==> config.mk <==
export PLATFORM = sky130hd
export DESIGN_NAME = prl_rx_pe_dispatch_flat
export DESIGN_NICKNAME = d
export VERILOG_FILES = /design/src/rtl/prl_rx_pe_dispatch_if.sv /design/src/rtl/prl_rx_pe_dispatch.sv /design/src/flat_wrapper.sv
export SDC_FILE = /design/constraint.sdc
export NUM_CORES = 1
export LEC_CHECK = 0
export ABC_AREA = 1
export CAP_MARGIN = 20
export CORE_ASPECT_RATIO = 1.2
export CORE_UTILIZATION = 55
export CTS_CLUSTER_DIAMETER = 150
export DETAILED_ROUTE_END_ITERATION = 7
export PLACE_DENSITY_LB_ADDON = 0.05
export SETUP_SLACK_MARGIN = 0.5
export SYNTH_ARGS = -nofsm -noshare
export SYNTH_HDL_FRONTEND = slang
export SYNTH_SLANG_ARGS = --single-unit
==> constraint.sdc <==
create_clock -name clk -period 3.65 [get_ports clk]
set_input_delay 0.365 -clock clk [delete_from_list [all_inputs] [get_ports clk]]
set_output_delay 0.365 -clock clk [all_outputs]
set_load 0.005 [all_outputs]
==> src/rtl/prl_rx_pe_dispatch_if.sv <==
`default_nettype none
// ============================================================================
// prl_rx_pe_dispatch_if
// PRL RX message strobe in, PE presentation out, queue status.
// Revision: 1.0
// ============================================================================
interface prl_rx_pe_dispatch_if #(
    parameter int DEPTH  = 4,
    parameter int DROP_W = 8
);
    logic                     msg_vld;
    logic [6:0]               msg_type;
    logic [2:0]               msg_sop;
    logic [22:0]              msg_info;
    logic                     pe_ack;
    logic                     flush;
    logic                     err_clr;
    logic                     pl2pe_rx_en;
    logic [6:0]               pl2pe_rx_type;
    logic [2:0]               pl2pe_rx_sop_type;
    logic [22:0]              pl2pe_rx_info;
    logic [$clog2(DEPTH):0]   q_count;
    logic                     ovf_err;
    logic [DROP_W-1:0]        drop_cnt;

    modport master (
        output msg_vld, msg_type, msg_sop, msg_info, pe_ack, flush, err_clr,
        input  pl2pe_rx_en, pl2pe_rx_type, pl2pe_rx_sop_type, pl2pe_rx_info,
        input  q_count, ovf_err, drop_cnt
    );

    modport slave (
        input  msg_vld, msg_type, msg_sop, msg_info, pe_ack, flush, err_clr,
        output pl2pe_rx_en, pl2pe_rx_type, pl2pe_rx_sop_type, pl2pe_rx_info,
        output q_count, ovf_err, drop_cnt
    );
endinterface
`default_nettype wire

==> src/rtl/prl_rx_pe_dispatch.sv <==
`default_nettype none
// ============================================================================
// prl_rx_pe_dispatch
// Queues parsed PRL RX messages and presents them one at a time to the PE.
// Revision: 1.0
// ============================================================================
module prl_rx_pe_dispatch #(
    parameter int DEPTH  = 4,
    parameter int DROP_W = 8
) (
    input  wire logic              clk,
    input  wire logic              rst,
    prl_rx_pe_dispatch_if.slave    bus
);
    localparam int c_PTR_W = (DEPTH > 1) ? $clog2(DEPTH) : 1;
    localparam int c_CNT_W = $clog2(DEPTH) + 1;
    localparam int c_ENT_W = 33;
    localparam logic [6:0] c_SOFT_RESET = 7'h0D;

    typedef enum logic [1:0] {
        IDLE  = 2'd0,
        VALID = 2'd1,
        GAP   = 2'd2
    } state_t;

    state_t               state_q, state_d;
    logic [c_PTR_W-1:0]   rd_ptr_q, rd_ptr_d;
    logic [c_PTR_W-1:0]   wr_ptr_q, wr_ptr_d;
    logic [c_CNT_W-1:0]   count_q, count_d;
    logic [6:0]           type_q, type_d;
    logic [2:0]           sop_q, sop_d;
    logic [22:0]          info_q, info_d;
    logic                 ovf_q, ovf_d;
    logic [DROP_W-1:0]    drop_q, drop_d;
    logic [c_ENT_W-1:0]   mem_q [DEPTH];

    logic                 w_soft;
    logic                 w_full;
    logic                 w_pop;
    logic                 w_push;
    logic                 w_drop;
    logic                 w_wr_en;
    logic [c_PTR_W-1:0]   w_wr_addr;
    logic [c_ENT_W-1:0]   w_wr_data;
    logic [c_ENT_W-1:0]   w_head;
    logic [DROP_W-1:0]    w_drop_base;

    assign w_soft    = bus.msg_vld && (bus.msg_type == c_SOFT_RESET);
    assign w_full    = (count_q == c_CNT_W'(DEPTH));
    assign w_wr_data = {bus.msg_type, bus.msg_sop, bus.msg_info};
    assign w_head    = mem_q[rd_ptr_q];

    always_comb begin
        state_d     = state_q;
        rd_ptr_d    = rd_ptr_q;
        wr_ptr_d    = wr_ptr_q;
        count_d     = count_q;
        type_d      = type_q;
        sop_d       = sop_q;
        info_d      = info_q;
        ovf_d       = ovf_q;
        drop_d      = drop_q;
        w_pop       = 1'b0;
        w_push      = 1'b0;
        w_drop      = 1'b0;
        w_wr_en     = 1'b0;
        w_wr_addr   = wr_ptr_q;
        w_drop_base = bus.err_clr ? '0 : drop_q;

        if (bus.err_clr) begin
            ovf_d  = 1'b0;
            drop_d = '0;
        end

        if (bus.flush || w_soft) begin
            // Queue restarts from slot 0; a message on this edge becomes the sole entry.
            state_d  = IDLE;
            rd_ptr_d = '0;
            if (bus.msg_vld) begin
                w_wr_en   = 1'b1;
                w_wr_addr = '0;
                wr_ptr_d  = c_PTR_W'(1 % DEPTH);
                count_d   = c_CNT_W'(1);
            end else begin
                wr_ptr_d = '0;
                count_d  = '0;
            end
        end else begin
            w_pop  = (state_q == VALID) && bus.pe_ack;
            w_push = bus.msg_vld && (!w_full || w_pop);
            w_drop = bus.msg_vld && w_full && !w_pop;

            if (w_push) begin
                w_wr_en  = 1'b1;
                wr_ptr_d = wr_ptr_q + c_PTR_W'(1);
            end
            if (w_pop) begin
                rd_ptr_d = rd_ptr_q + c_PTR_W'(1);
            end
            count_d = count_q + c_CNT_W'(w_push) - c_CNT_W'(w_pop);

            case (state_q)
                IDLE, GAP: begin
                    if (count_q != '0) begin
                        state_d = VALID;
                        {type_d, sop_d, info_d} = w_head;
                    end else begin
                        state_d = IDLE;
                    end
                end
                VALID: begin
                    if (bus.pe_ack) begin
                        state_d = GAP;
                    end
                end
                default: state_d = IDLE;
            endcase
        end

        if (w_drop) begin
            ovf_d  = 1'b1;
            drop_d = (&w_drop_base) ? w_drop_base : w_drop_base + DROP_W'(1);
        end
    end

    always_ff @(posedge clk) begin
        if (rst) begin
            state_q  <= IDLE;
            rd_ptr_q <= '0;
            wr_ptr_q <= '0;
            count_q  <= '0;
            type_q   <= '0;
            sop_q    <= '0;
            info_q   <= '0;
            ovf_q    <= 1'b0;
            drop_q   <= '0;
        end else begin
            state_q  <= state_d;
            rd_ptr_q <= rd_ptr_d;
            wr_ptr_q <= wr_ptr_d;
            count_q  <= count_d;
            type_q   <= type_d;
            sop_q    <= sop_d;
            info_q   <= info_d;
            ovf_q    <= ovf_d;
            drop_q   <= drop_d;
        end
    end

    // Storage is never cleared; only the pointers define what is valid.
    always_ff @(posedge clk) begin
        if (!rst && w_wr_en) begin
            mem_q[w_wr_addr] <= w_wr_data;
        end
    end

    assign bus.pl2pe_rx_en       = (state_q == VALID);
    assign bus.pl2pe_rx_type     = type_q;
    assign bus.pl2pe_rx_sop_type = sop_q;
    assign bus.pl2pe_rx_info     = info_q;
    assign bus.q_count           = count_q;
    assign bus.ovf_err           = ovf_q;
    assign bus.drop_cnt          = drop_q;

endmodule
`default_nettype wire

==> src/flat_wrapper.sv <==
// flat-port wrapper written by rule: the top's interface ports become plain ports
module prl_rx_pe_dispatch_flat 
#(
    parameter int DEPTH  = 4,
    parameter int DROP_W = 8
)
  (clk, rst, bus_msg_vld, bus_msg_type, bus_msg_sop, bus_msg_info, bus_pe_ack, bus_flush, bus_err_clr, bus_pl2pe_rx_en, bus_pl2pe_rx_type, bus_pl2pe_rx_sop_type, bus_pl2pe_rx_info, bus_q_count, bus_ovf_err, bus_drop_cnt);
  prl_rx_pe_dispatch_if #(.DEPTH(DEPTH), .DROP_W(DROP_W)) bus_i ();
  input  wire logic clk;
  input  wire logic rst;
  input wire logic [$bits(bus_i.msg_vld)-1:0] bus_msg_vld;
  input wire logic [$bits(bus_i.msg_type)-1:0] bus_msg_type;
  input wire logic [$bits(bus_i.msg_sop)-1:0] bus_msg_sop;
  input wire logic [$bits(bus_i.msg_info)-1:0] bus_msg_info;
  input wire logic [$bits(bus_i.pe_ack)-1:0] bus_pe_ack;
  input wire logic [$bits(bus_i.flush)-1:0] bus_flush;
  input wire logic [$bits(bus_i.err_clr)-1:0] bus_err_clr;
  output wire logic [$bits(bus_i.pl2pe_rx_en)-1:0] bus_pl2pe_rx_en;
  output wire logic [$bits(bus_i.pl2pe_rx_type)-1:0] bus_pl2pe_rx_type;
  output wire logic [$bits(bus_i.pl2pe_rx_sop_type)-1:0] bus_pl2pe_rx_sop_type;
  output wire logic [$bits(bus_i.pl2pe_rx_info)-1:0] bus_pl2pe_rx_info;
  output wire logic [$bits(bus_i.q_count)-1:0] bus_q_count;
  output wire logic [$bits(bus_i.ovf_err)-1:0] bus_ovf_err;
  output wire logic [$bits(bus_i.drop_cnt)-1:0] bus_drop_cnt;
  assign bus_i.msg_vld = bus_msg_vld;
  assign bus_i.msg_type = bus_msg_type;
  assign bus_i.msg_sop = bus_msg_sop;
  assign bus_i.msg_info = bus_msg_info;
  assign bus_i.pe_ack = bus_pe_ack;
  assign bus_i.flush = bus_flush;
  assign bus_i.err_clr = bus_err_clr;
  assign bus_pl2pe_rx_en = bus_i.pl2pe_rx_en;
  assign bus_pl2pe_rx_type = bus_i.pl2pe_rx_type;
  assign bus_pl2pe_rx_sop_type = bus_i.pl2pe_rx_sop_type;
  assign bus_pl2pe_rx_info = bus_i.pl2pe_rx_info;
  assign bus_q_count = bus_i.q_count;
  assign bus_ovf_err = bus_i.ovf_err;
  assign bus_drop_cnt = bus_i.drop_cnt;
  prl_rx_pe_dispatch #(.DEPTH(DEPTH), .DROP_W(DROP_W)) u_core (.clk(clk), .rst(rst), .bus(bus_i));
endmodule
* Word level (Yosys, flattened, before mapping)
Memories as Yosys holds them, arrays and structs flattened. A register that Yosys moved wholly into a read port is not among the register bits. Cells that the tools add are included.
Word-level totals: flip-flop bits (word level) 18, RAM bits 132, input bits 39, memories kept 1
Cells by class: add/subtract/negate cells 5, equality and inequality tests 5, multiplexer cells 21, bitwise operators 1, reductions and logical operators 19
Memory list:
- u_core.mem_q | words 4, bits a word 33, rd ports 1, clocked after Yosys merged registers in 1, wr ports 1, RTL line prl_rx_pe_dispatch.sv:35 | logic [c_ENT_W-1:0] mem_q [DEPTH];
Operators by type and width (count):
- 2-to-1 mux 8 bit | 3
- 2-to-1 mux 1 bit | 11
- 2-to-1 mux 2 bit | 5
- adder 8 x 1 -> 8 bit, second input constant | 1
- AND reduction 8 bit | 1
- == test 7 x 4 -> 1 bit, second input constant | 1
- logical AND 1 bit | 6
- adder 2 x 1 -> 2 bit, second input constant | 2
- case mux 2 bit (2 select lines) | 1
- nonzero test 2 bit | 2
- OR reduction 2 bit | 2
- adder 3 x 1 -> 3 bit | 1
- == test 3 bit, second input constant | 1
- logical NOT 1 bit | 3
- 2-to-1 mux 3 bit | 1
- AND reduction 3 bit | 1
- nonzero test 3 bit | 1
- subtractor 3 x 1 -> 3 bit | 1
- == test 2 x 1 -> 1 bit, second input constant | 1
- == test 2 bit, second input constant | 1
- logical NOT 2 bit | 1
- logical OR 1 bit | 2
- inequality test 2 bit, second input constant | 1
- inverter 1 bit | 1

* Depth between registers and ports, before layout
Gate-level depths: netlist of the first run.
depth after elaboration 9, mapped depth 10, gate-level depth less buffers 10

* Worst setup path before layout of the first run
Ideal clock, no wire load.
path type input to register, start in bus_msg_type[4], end mem u_core.mem_q[0][0] (enable), setup time 0.424 ns, arrival time 2.448 ns, required time 3.226 ns, path slack 0.779 ns, cell stages on the path 7, buffers on the path 0, path through nor2_2 -> nand4_4 -> nand2_4 -> nand2_2 -> nand2_1 -> nand2_1 -> nor2_1
On the way: cells in the longest elaborated chain, start to end 7
Ends and longest elaborated chain:
- from (decl) | RTL line flat_wrapper.sv:12 | input wire logic [$bits(bus_i.msg_type)-1:0] bus_msg_type;
- == test 7 x 4 -> 1 bit (*) | RTL line prl_rx_pe_dispatch.sv:48 | assign w_soft = bus.msg_vld && (bus.msg_type == c_SOFT_RESET);
- logical AND 1 bit (*) | RTL line prl_rx_pe_dispatch.sv:48
- logical OR 1 bit (*) | RTL line prl_rx_pe_dispatch.sv:75 | if (bus.flush || w_soft) begin
- 2-to-1 mux 1 bit | RTL line prl_rx_pe_dispatch.sv:75
- logical AND 1 bit | RTL line prl_rx_pe_dispatch.sv:152 | if (!rst && w_wr_en) begin
- 2-to-1 mux 1 bit | RTL line prl_rx_pe_dispatch.sv:152
- 2-to-1 mux 1 bit (implied by the code) | RTL line prl_rx_pe_dispatch.sv:153 | mem_q[w_wr_addr] <= w_wr_data;
- to (decl) | RTL line prl_rx_pe_dispatch.sv:35
Every way passes the cells marked *; elsewhere a longest branch is shown, timed or not.

* Worst setup path in the final report of the first run
start in bus_msg_type[0], end mem u_core.mem_q[0][25] (enable)
The elaborated chain is that of the path after synthesis.

==> flow_summary.yaml, run 1 <==
outcome:
  outcome: "completed"
route:
  drcViolationCount: 0
  drt.antenna.violating_nets: 0
  drt-initial-drc-count: 306
  routed_wl_um: 14600
  wl_per_cell_um: 16.2
  viasPerCell: 5.38
  drtPass1Iterations: 4
  dr_total_vias: 4818
die:
  io_pins: 85
  initial_utilization: 0.570
  die_h_um: 128
  die_w_um: 107
  placementRows: 45
  fp.dieArea_um2: 13700
  core_um2: 12800
global_routing:
  antenna_found_initial: 0
  grt_use_met3: 0.0529
  met2_usage: 0.396
  grt_max_degree: 68
  grt_first_pass_wirelength_um: 23700
  grt_pass1_vias: 4800
  grt_use_total: 0.230
  gr-max-usage-layer: "met2"
  globalRouteOverflowTotal: 0
  gr-usage-met1: 0.280
clocking:
  postCtsSetupBuffers: 0
  post_cts_resized: 0
  path_clk_slew_ns: 0.06
  root_buffer: "clkbuf_16"
  clkLatencyLatePin_ns: 0.42
  cts_made_buffers: 17
  holdBufCountCts: 0
  cts.sinks: 183
  ctsLongestPathBuffers: 2
  cts_htree_levels: 4
  cts_tree: "built"
timing:
  period_share: 0.660
  setup-violations-final: 0
  max_freq_mhz: 415
  tns_ns: 0
  report.final.slew_viol_count: 0
  hold-worst-slack_ns: 0.467
  min_period_ns: 2.41
  fin_worst_skew_ns: 0.00636
  rsz0062_at_grt: "no"
  tightest_slew_ns: 0.662
  relSlewSlack: 0.559
  hold_viol_final: 0
setup_path:
  crit_chain: "clkdlybuf4s50_1 > nand2_1 > inv_1 > nand4_4 > nand2_4 > nand2_2 > nand2_1 > nand2_1 > nor2_4 > buf_12"
  cp-start-kind: "input port"
  critPathBufInv: 3
  cpPeakStageDelay_ns: 0.55
  worstRegToRegCells: 7
  worstPathArrival_ns: 2.53
  cp_slowest_cell: "clkdlybuf4s50_1"
  crit_required_ns: 3.77
  path_delay_family: "simple AND/OR/NAND/NOR gates"
  endpoint_kind: "flop"
  worstSetupPathDepth: 10
  cp_common_cell: "nand2_1"
  crit_fanout: 21
  crit_type: "input port to flop"
yosys:
  synth_top_cell_by_area: "edfxtp_1"
  syn_area_um2: 7280
  syn-num-nets: 680
  synth_seq_cells: 183
  synth_area_per_cell_um2: 11.4
  netlist.area_leader.share: 0.544
  yosysSeqAreaShare: 0.685
  yosysUniqueCellTypes: 31
  yosysWarnings: 0
  synthTopCellsByArea: "edfxtp_1, dfxtp_1, o21ai_0"
  netlist_instances: 637
hold_path:
  hold_depth: 2
  hold_class: "flop to flop"
place:
  detailed_place_hpwl_um: 8660
  gp_congestion: 0.831
  portBuffers: 84
power_and_ir_drop:
  power.leakage_nw: 3.16
  power_density_nw_per_um2: 498
  ir_drop_v: 0.000375
cells_and_area:
  fillers: 952
  layout-drive-gt1-share: 0.130
  layout_commonest_cell: "edfxtp_1"
  nets: 762
  area_delta_synth_final_pct: 21.9
  seq_area_um2: 4990
  layout_common_cells: "edfxtp_1, nor2_1, o21ai_0, clkdlybuf4s50_1, dfxtp_1"
  num_antenna_cells: 0
  multi_input_area_um2: 2000
job:
  drv_cap: 0
## through the flow
stage          utilization  setup WS, ns  cell area, um2  power [mW]  cells
3_5_place_dp         0.647         0.762            8270        2.74    862
2_1_floorplan            -         0.779            7280        2.57    637
4_1_cts              0.691          1.20            8830        4.46    894
6_report             0.694          1.24            8870        4.42    896
5_1_grt              0.694          1.02            8870        4.58    896
3_3_place_gp         0.647         0.830            8270        2.73    862
## synth_stat cells
library cell,count
nor2_4,3
edfxtp_1,132
o21ai_1,10
nor2_8,1
nand3_2,2
dfxtp_1,51
clkbuf_1,16
nor2_2,34
buf_2,8
or2_2,2
inv_8,1
xnor2_1,1
nand2_2,4
inv_2,6
nand4_1,2
a21oi_1,10
nand4_4,1
nand2_1,47
a31o_4,1
buf_6,3
nor3_1,2
o21ai_0,94
ha_1,3
inv_1,27
o22ai_1,33
xor2_1,2
buf_12,3
nand2_4,1
nand3_1,18
nor2_1,118
fa_1,1
## routing by layer
layer / up-vias / wire (um)
met5: - / 0
met1: 2277 / 6100
met3: 16 / 767
met4: 0 / 186
met2: 132 / 7500
li1: 2393 / -
## power by group
group          internal, mW  switching, mW
sequential             2.31         0.0310
clock                  1.02          0.709
combinational         0.164          0.187
## cells by family after synthesis
group | after synthesis | share of synthesized area
AO/OA/AOI/OAI | 148 | 0.109
AND/OR/NAND/NOR | 235 | 0.150
buffers and inverters | 64 | 0.0452
XOR/XNOR | 3 | 0.00361
adder cells (fa/ha/maj) | 4 | 0.00791
flip-flops | 183 | 0.685
## cell type report
| cell class | instances | share of cell area |
|---|---|---|
| sequential | 183 | 0.562 |
| inverter | 34 | 0.0152 |
| tap | 164 | 0.0231 |
| timing repair buffer | 93 | 0.112 |
| multi-input combinational | 390 | 0.225 |
| clock buffer | 22 | 0.0512 |
| clock inverter | 10 | 0.0120 |
## worst paths after layout
kind | startpoint | endpoint | slack (ns)
worst max register to register | u_core.state_q[0] | u_core.mem_q[0][25] | 1.46
worst min-delay path | u_core.bus.ovf_err | u_core.bus.ovf_err | 0.47
worst max-delay path | bus_msg_type[0] | u_core.mem_q[0][25] | 1.24
worst min register to register | u_core.bus.ovf_err | u_core.bus.ovf_err | 0.47
## tightest hold or removal path, cell delays in order, from the launching register on
cell and delay [ns]:
dfxtp_1 0.31, nand2_1 0.06, a21oi_1 0.05
## state kept, by name, indices dropped and copies added, names as in the netlist
signal and flops:
u_core.mem_q 132, u_core.bus.pl2pe_rx_type 7, u_core.rd_ptr_q 2, u_core.bus.q_count 3
u_core.bus.drop_cnt 8, u_core.bus.ovf_err 1, u_core.bus.pl2pe_rx_sop_type 3, u_core.bus.pl2pe_rx_info 23
u_core.wr_ptr_q 2, u_core.state_q 2
(Power assumes the default switching activity.)
==> run 2, diff against run 1 <==
==> constraint.sdc (replaced) <==
create_clock -name clk -period 2.28 [get_ports clk]
set_input_delay 0.228 -clock clk [delete_from_list [all_inputs] [get_ports clk]]
set_output_delay 0.228 -clock clk [all_outputs]
set_load 0.005 [all_outputs]
==> flow_summary.yaml, run 2 (same netlist as run 1, synthesis figures left out) <==
outcome:
  outcome: "completed"
cells_and_area:
  layout-drive-gt1-share: 0.204
  nets: 794
  num_antenna_cells: 0
  fillers: 840
  largest_register_ffs: 132
  final_util: 0.737
  layout_commonest_cell: "edfxtp_1"
  layout_common_cells: "edfxtp_1, nor2_1, o21ai_0, clkdlybuf4s50_1, dfxtp_1"
  largest_register: "u_core.mem_q"
  area_delta_synth_final_pct: 29.3
timing:
  min_period_ns: 1.82
  relSlewSlack: 0.539
  hold-worst-slack_ns: 0.0945
  tightest_slew_ns: 0.692
  fin_worst_skew_ns: 0.0258
  max_freq_mhz: 550
  report.final.slew_viol_count: 0
  rsz0062_at_grt: "yes"
  setup-violations-final: 0
  tns_ns: 0
  hold_viol_final: 0
  period_share: 0.797
die:
  core_um2: 12800
  initial_utilization: 0.570
  die_h_um: 128
  io_pins: 85
  fp.dieArea_um2: 13700
  die_w_um: 107
  placementRows: 45
place:
  portBuffers: 84
  gp_congestion: 0.763
  detailed_place_hpwl_um: 9230
setup_path:
  worstSetupPathDepth: 10
  path_delay_family: "adder cells"
  cp-start-kind: "flop"
  reg2reg_setup_slack_ns: 0.46
  crit_required_ns: 2.61
  cp_slowest_cell: "fa_2"
  cpPeakStageDelay_ns: 0.35
  startpoint: "u_core.state_q[1]"
  critPathBufInv: 3
  crit_chain: "inv_2 > nand3_4 > inv_4 > ha_4 > inv_2 > ha_4 > fa_2 > xnor2_2 > xor2_1 > nor2_1"
  crit_fanout: 2
  cp-endpoint: "u_core.bus.q_count[2]"
  worstRegToRegCells: 10
  endpoint_kind: "flop"
  rr_startpoint: "u_core.state_q[1]"
  crit_type: "flop to flop"
  rr_endpoint: "u_core.bus.q_count[2]"
  worstPathArrival_ns: 2.14
clocking:
  ctsLongestPathBuffers: 2
  holdBufCountCts: 0
  root_buffer: "clkbuf_16"
  clkLatencyLatePin_ns: 0.44
  cts_htree_levels: 4
  cts_tree: "built"
  path_clk_slew_ns: 0.06
  cts.sinks: 183
  cts_made_buffers: 17
global_routing:
  grt_first_pass_wirelength_um: 25200
  grt_max_degree: 68
  globalRouteOverflowTotal: 0
  grt_use_total: 0.248
  grt_pass1_vias: 4965
  antenna_found_initial: 0
hold_path:
  hold_start: "bus_msg_type[2]"
  hold_class: "input port to flop"
power_and_ir_drop:
  swShare: 0.208
  clkPwrFrac: 0.412
  pwr-share-comb: 0.087
  power_density_nw_per_um2: 795
  intPower_mw: 5.93
  switching_power_mw: 1.56
  power.leakage_nw: 3.44
  seqPwrFrac: 0.502
  ir_drop_v: 0.000905
route:
  viasPerCell: 5.54
  drt.antenna.violating_nets: 0
  drtPass1Iterations: 4
  drt-initial-drc-count: 319
  routed_wl_um: 16300
  dr_total_vias: 5137
  drcViolationCount: 0
  wl_per_cell_um: 17.6
job:
  drv_cap: 0
[run 2: layout make-up]
class / count / area [um2] / share of cell area
tap: 164 / 205 / 0.0218
timing repair buffer: 125 / 1330 / 0.141
clock buffer: 23 / 478 / 0.0508
sequential: 183 / 4990 / 0.530
multi-input combinational: 390 / 2130 / 0.226
clock inverter: 9 / 149 / 0.0158
inverter: 34 / 138 / 0.0146
[run 2: power by group through the flow]
| stage | logic [mW] | clock network [mW] | registers [mW] |
|---|---|---|---|
| CTS | 0.635 | 3.12 | 3.75 |
| floorplan | 0.299 | 0 | 3.82 |
| global placement | 0.594 | 0 | 3.82 |
| global route | 0.709 | 3.25 | 3.76 |
| detailed placement | 0.604 | 0 | 3.82 |
| finish | 0.650 | 3.08 | 3.75 |
[run 2: worst min-delay path by stage]
| stage | to | depth (start not counted) |
|---|---|---|
| 2_1_floorplan | u_core.mem_q[0][0] | 0 |
| 3_3_place_gp | u_core.bus.ovf_err | 2 |
| 3_5_place_dp | u_core.bus.ovf_err | 2 |
| 4_1_cts | u_core.mem_q[1][11] | 1 |
| 5_1_grt | u_core.mem_q[0][26] | 1 |
| 6_report | u_core.mem_q[0][28] | 1 |
[run 2: timing repair]
item,CTS,global route
setup endpoints to repair,2,143
gates resized for setup,11,21
cloned,0,4
pin swaps,9,8
setup buffers,10,7
[run 2: worst register-to-register path, stage by stage (launching register included)]
cell     delay (ns)
dfxtp_2        0.32
inv_2          0.05
nand3_4        0.10
inv_4          0.05
ha_4           0.25
inv_2          0.04
ha_4           0.15
fa_2           0.35
xnor2_2        0.16
xor2_1         0.18
nor2_1         0.06
[run 2: metrics by stage]
step                      instance area, um2  setup slack [ns]  cells  total power, mW
after global routing                    9420             0.389    928             7.72
after global placement                  8450             0.113    875             4.41
after detailed placement                8450            0.0460    875             4.43
after CTS                               9190             0.476    917             7.51
final                                   9420             0.463    928             7.49
after floorplan                         7370             0.502    637             4.12
[run 2: metal layers]
layer,share of wire,GRT usage
met5,0,0
met3,0.051,0.0605
met4,0.017,0.0967
met1,0.41,0.300
met2,0.52,0.428
==> run 3, diff against run 2 <==
--- a/config.mk
+++ b/config.mk
@@ -8,7 +8,7 @@
 export ABC_AREA = 1
 export CAP_MARGIN = 20
 export CORE_ASPECT_RATIO = 1.2
-export CORE_UTILIZATION = 55
+export CORE_UTILIZATION = 50
 export CTS_CLUSTER_DIAMETER = 150
 export DETAILED_ROUTE_END_ITERATION = 7
 export PLACE_DENSITY_LB_ADDON = 0.05
==> constraint.sdc (replaced) <==
create_clock -name clk -period 1.57 [get_ports clk]
set_input_delay 0.157 -clock clk [delete_from_list [all_inputs] [get_ports clk]]
set_output_delay 0.157 -clock clk [all_outputs]
set_load 0.005 [all_outputs]
==> flow_summary.yaml, run 3 (same netlist as run 1, synthesis figures left out) <==
outcome:
  outcome: "finished, violations left"
  violations: "DRC, setup timing"
setup_path:
  reg2reg_setup_slack_ns: -0.23
  endpoint_kind: "flop"
  cpPeakStageDelay_ns: 0.35
  cp_slowest_cell: "fa_2"
  rr_startpoint: "u_core.state_q[1]"
  rr_endpoint: "u_core.bus.q_count[2]"
  worstRegToRegCells: 10
  crit_fanout: 3
  worstPathArrival_ns: 2.11
  crit_chain: "inv_2 > nand3_4 > inv_2 > ha_4 > inv_2 > ha_4 > fa_2 > xnor2_2 > xor2_1 > nor2_1"
  crit_required_ns: 1.88
  cp_common_cell: "inv_2"
  crit_type: "flop to flop"
  cp-start-kind: "flop"
place:
  portBuffers: 84
  detailed_place_hpwl_um: 10400
  placed_cell_area_um2: 8920
  gp_congestion: 0.792
global_routing:
  grt_use_total: 0.238
  antenna_found_initial: 0
  grt_pass1_vias: 5318
  globalRouteOverflowTotal: 0
  grt_max_degree: 35
  grt_first_pass_wirelength_um: 27000
route:
  wl_met1_um: 7620
  dr.max_layer_used: "met4"
  drt.antenna.violating_nets: 0
  routed-wl-met3_um: 742
  drcViolationCount: 4
  wl_met2_um: 10200
  routed_wl_um: 18700
  drt-initial-drc-count: 423
  dr_total_vias: 5452
  viasPerCell: 5.44
  drtPass1Iterations: 6
  wl_per_cell_um: 18.7
hold_path:
  hold_start: "bus_msg_type[0]"
  hold_depth: 2
  holdPathEnd: "u_core.mem_q[3][26]"
  hold_class: "input port to flop"
die:
  die_w_um: 112
  fp.dieArea_um2: 15000
  die_h_um: 134
  core_um2: 14000
  initial_utilization: 0.520
  placementRows: 47
  io_pins: 85
job:
  drv_cap: 0
power_and_ir_drop:
  power.leakage_nw: 4.06
  power_mw: 10.9
  power_density_nw_per_um2: 1040
  ir_drop_v: 0.000787
clocking:
  cts_tree: "built"
  clkLatencyLatePin_ns: 0.43
  cts_made_buffers: 17
  holdBufCountCts: 0
  path_clk_slew_ns: 0.06
  root_buffer: "clkbuf_16"
  ctsLongestPathBuffers: 2
  cts.sinks: 183
  cts_htree_levels: 4
timing:
  report.final.slew_viol_count: 0
  period_share: 1.15
  tns_ns: -14.45
  rsz0062_at_grt: "yes"
  fin_worst_skew_ns: 0.00695
  setup-violations-final: 136
  fin_ws_ns: -0.231
  relSlewSlack: 0.736
  max_freq_mhz: 555
  hold_viol_final: 0
  min_period_ns: 1.80
  tightest_slew_ns: 0.396
cells_and_area:
  layout_commonest_cell: "edfxtp_1"
  layout_common_cells: "edfxtp_1, nor2_1, o21ai_0, buf_4"
  nets: 861
  largest_register_ffs: 132
  fillers: 921
  num_antenna_cells: 0
  final_util: 0.745
  fin_area_um2: 10400
  area_delta_synth_final_pct: 43.2
  largest_register: "u_core.mem_q"
  layout-drive-gt1-share: 0.412
==> run 3: power breakdown <==
part / internal [mW] / total, mW / leakage [nW] / switching (mW)
sequential: 5.39 / 5.47 / 1.64 / 0.0786
combinational: 0.573 / 1.20 / 2.15 / 0.623
clock: 2.43 / 4.21 / 0.270 / 1.78
==> run 3: area by class of cell <==
| cell class | count | area (um2) | share of cell area |
|---|---|---|---|
| Tap cell | 171 | 214 | 0.0205 |
| Timing Repair Buffer | 192 | 1990 | 0.191 |
| Inverter | 34 | 150 | 0.0144 |
| Clock inverter | 11 | 124 | 0.0119 |
| Clock buffer | 21 | 460 | 0.0442 |
| Sequential cell | 183 | 5050 | 0.485 |
| Multi-Input combinational cell | 390 | 2430 | 0.233 |
==> run 3: worst max-delay path, delay by kind of cell (launching register included) <==
family	cells	cell delay [ns]
XOR/XNOR	2	0.33
adder cells (fa/ha/maj)	3	0.75
buffers and inverters	3	0.14
flip-flops	1	0.32
AND/OR/NAND/NOR	2	0.14
==> run 3: how the worst max path moves through the flow <==
stage | from | end | slack (ns) | cells after the start
2_1_floorplan | bus_msg_type[3] | u_core.mem_q[0][0] | -0.15 | 8
3_3_place_gp | bus_pe_ack | u_core.bus.q_count[2] | -0.47 | 10
3_5_place_dp | bus_pe_ack | u_core.bus.q_count[2] | -0.51 | 10
4_1_cts | u_core.state_q[1] | u_core.bus.q_count[2] | -0.18 | 10
5_1_grt | u_core.state_q[1] | u_core.bus.q_count[2] | -0.27 | 10
6_report | u_core.state_q[1] | u_core.bus.q_count[2] | -0.23 | 10
==> run 3: per-layer routing <==
| metal | vias to the layer above | track usage |
|---|---|---|
| met2 | 136 | 0.415 |
| met4 | 0 | 0.0963 |
| met3 | 19 | 0.0443 |
| li1 | 2594 | - |
| met1 | 2703 | 0.293 |
| met5 | - | 0 |
==> run 3: timing repair <==
action,CTS,global route
resized for setup,263,90
cloned,4,7
setup buffers,19,17
pin swaps,20,23
endpoints found under the setup margin,229,191
==> run 3: per-stage QoR <==
step,hold slack (ns),worst slack [ns],instances
floorplan,0.256,-0.148,637
global placement,0.453,-0.472,923
detailed placement,0.459,-0.508,923
CTS,0.352,-0.178,978
global route,0.0559,-0.274,1002
finish,0.0641,-0.231,1002
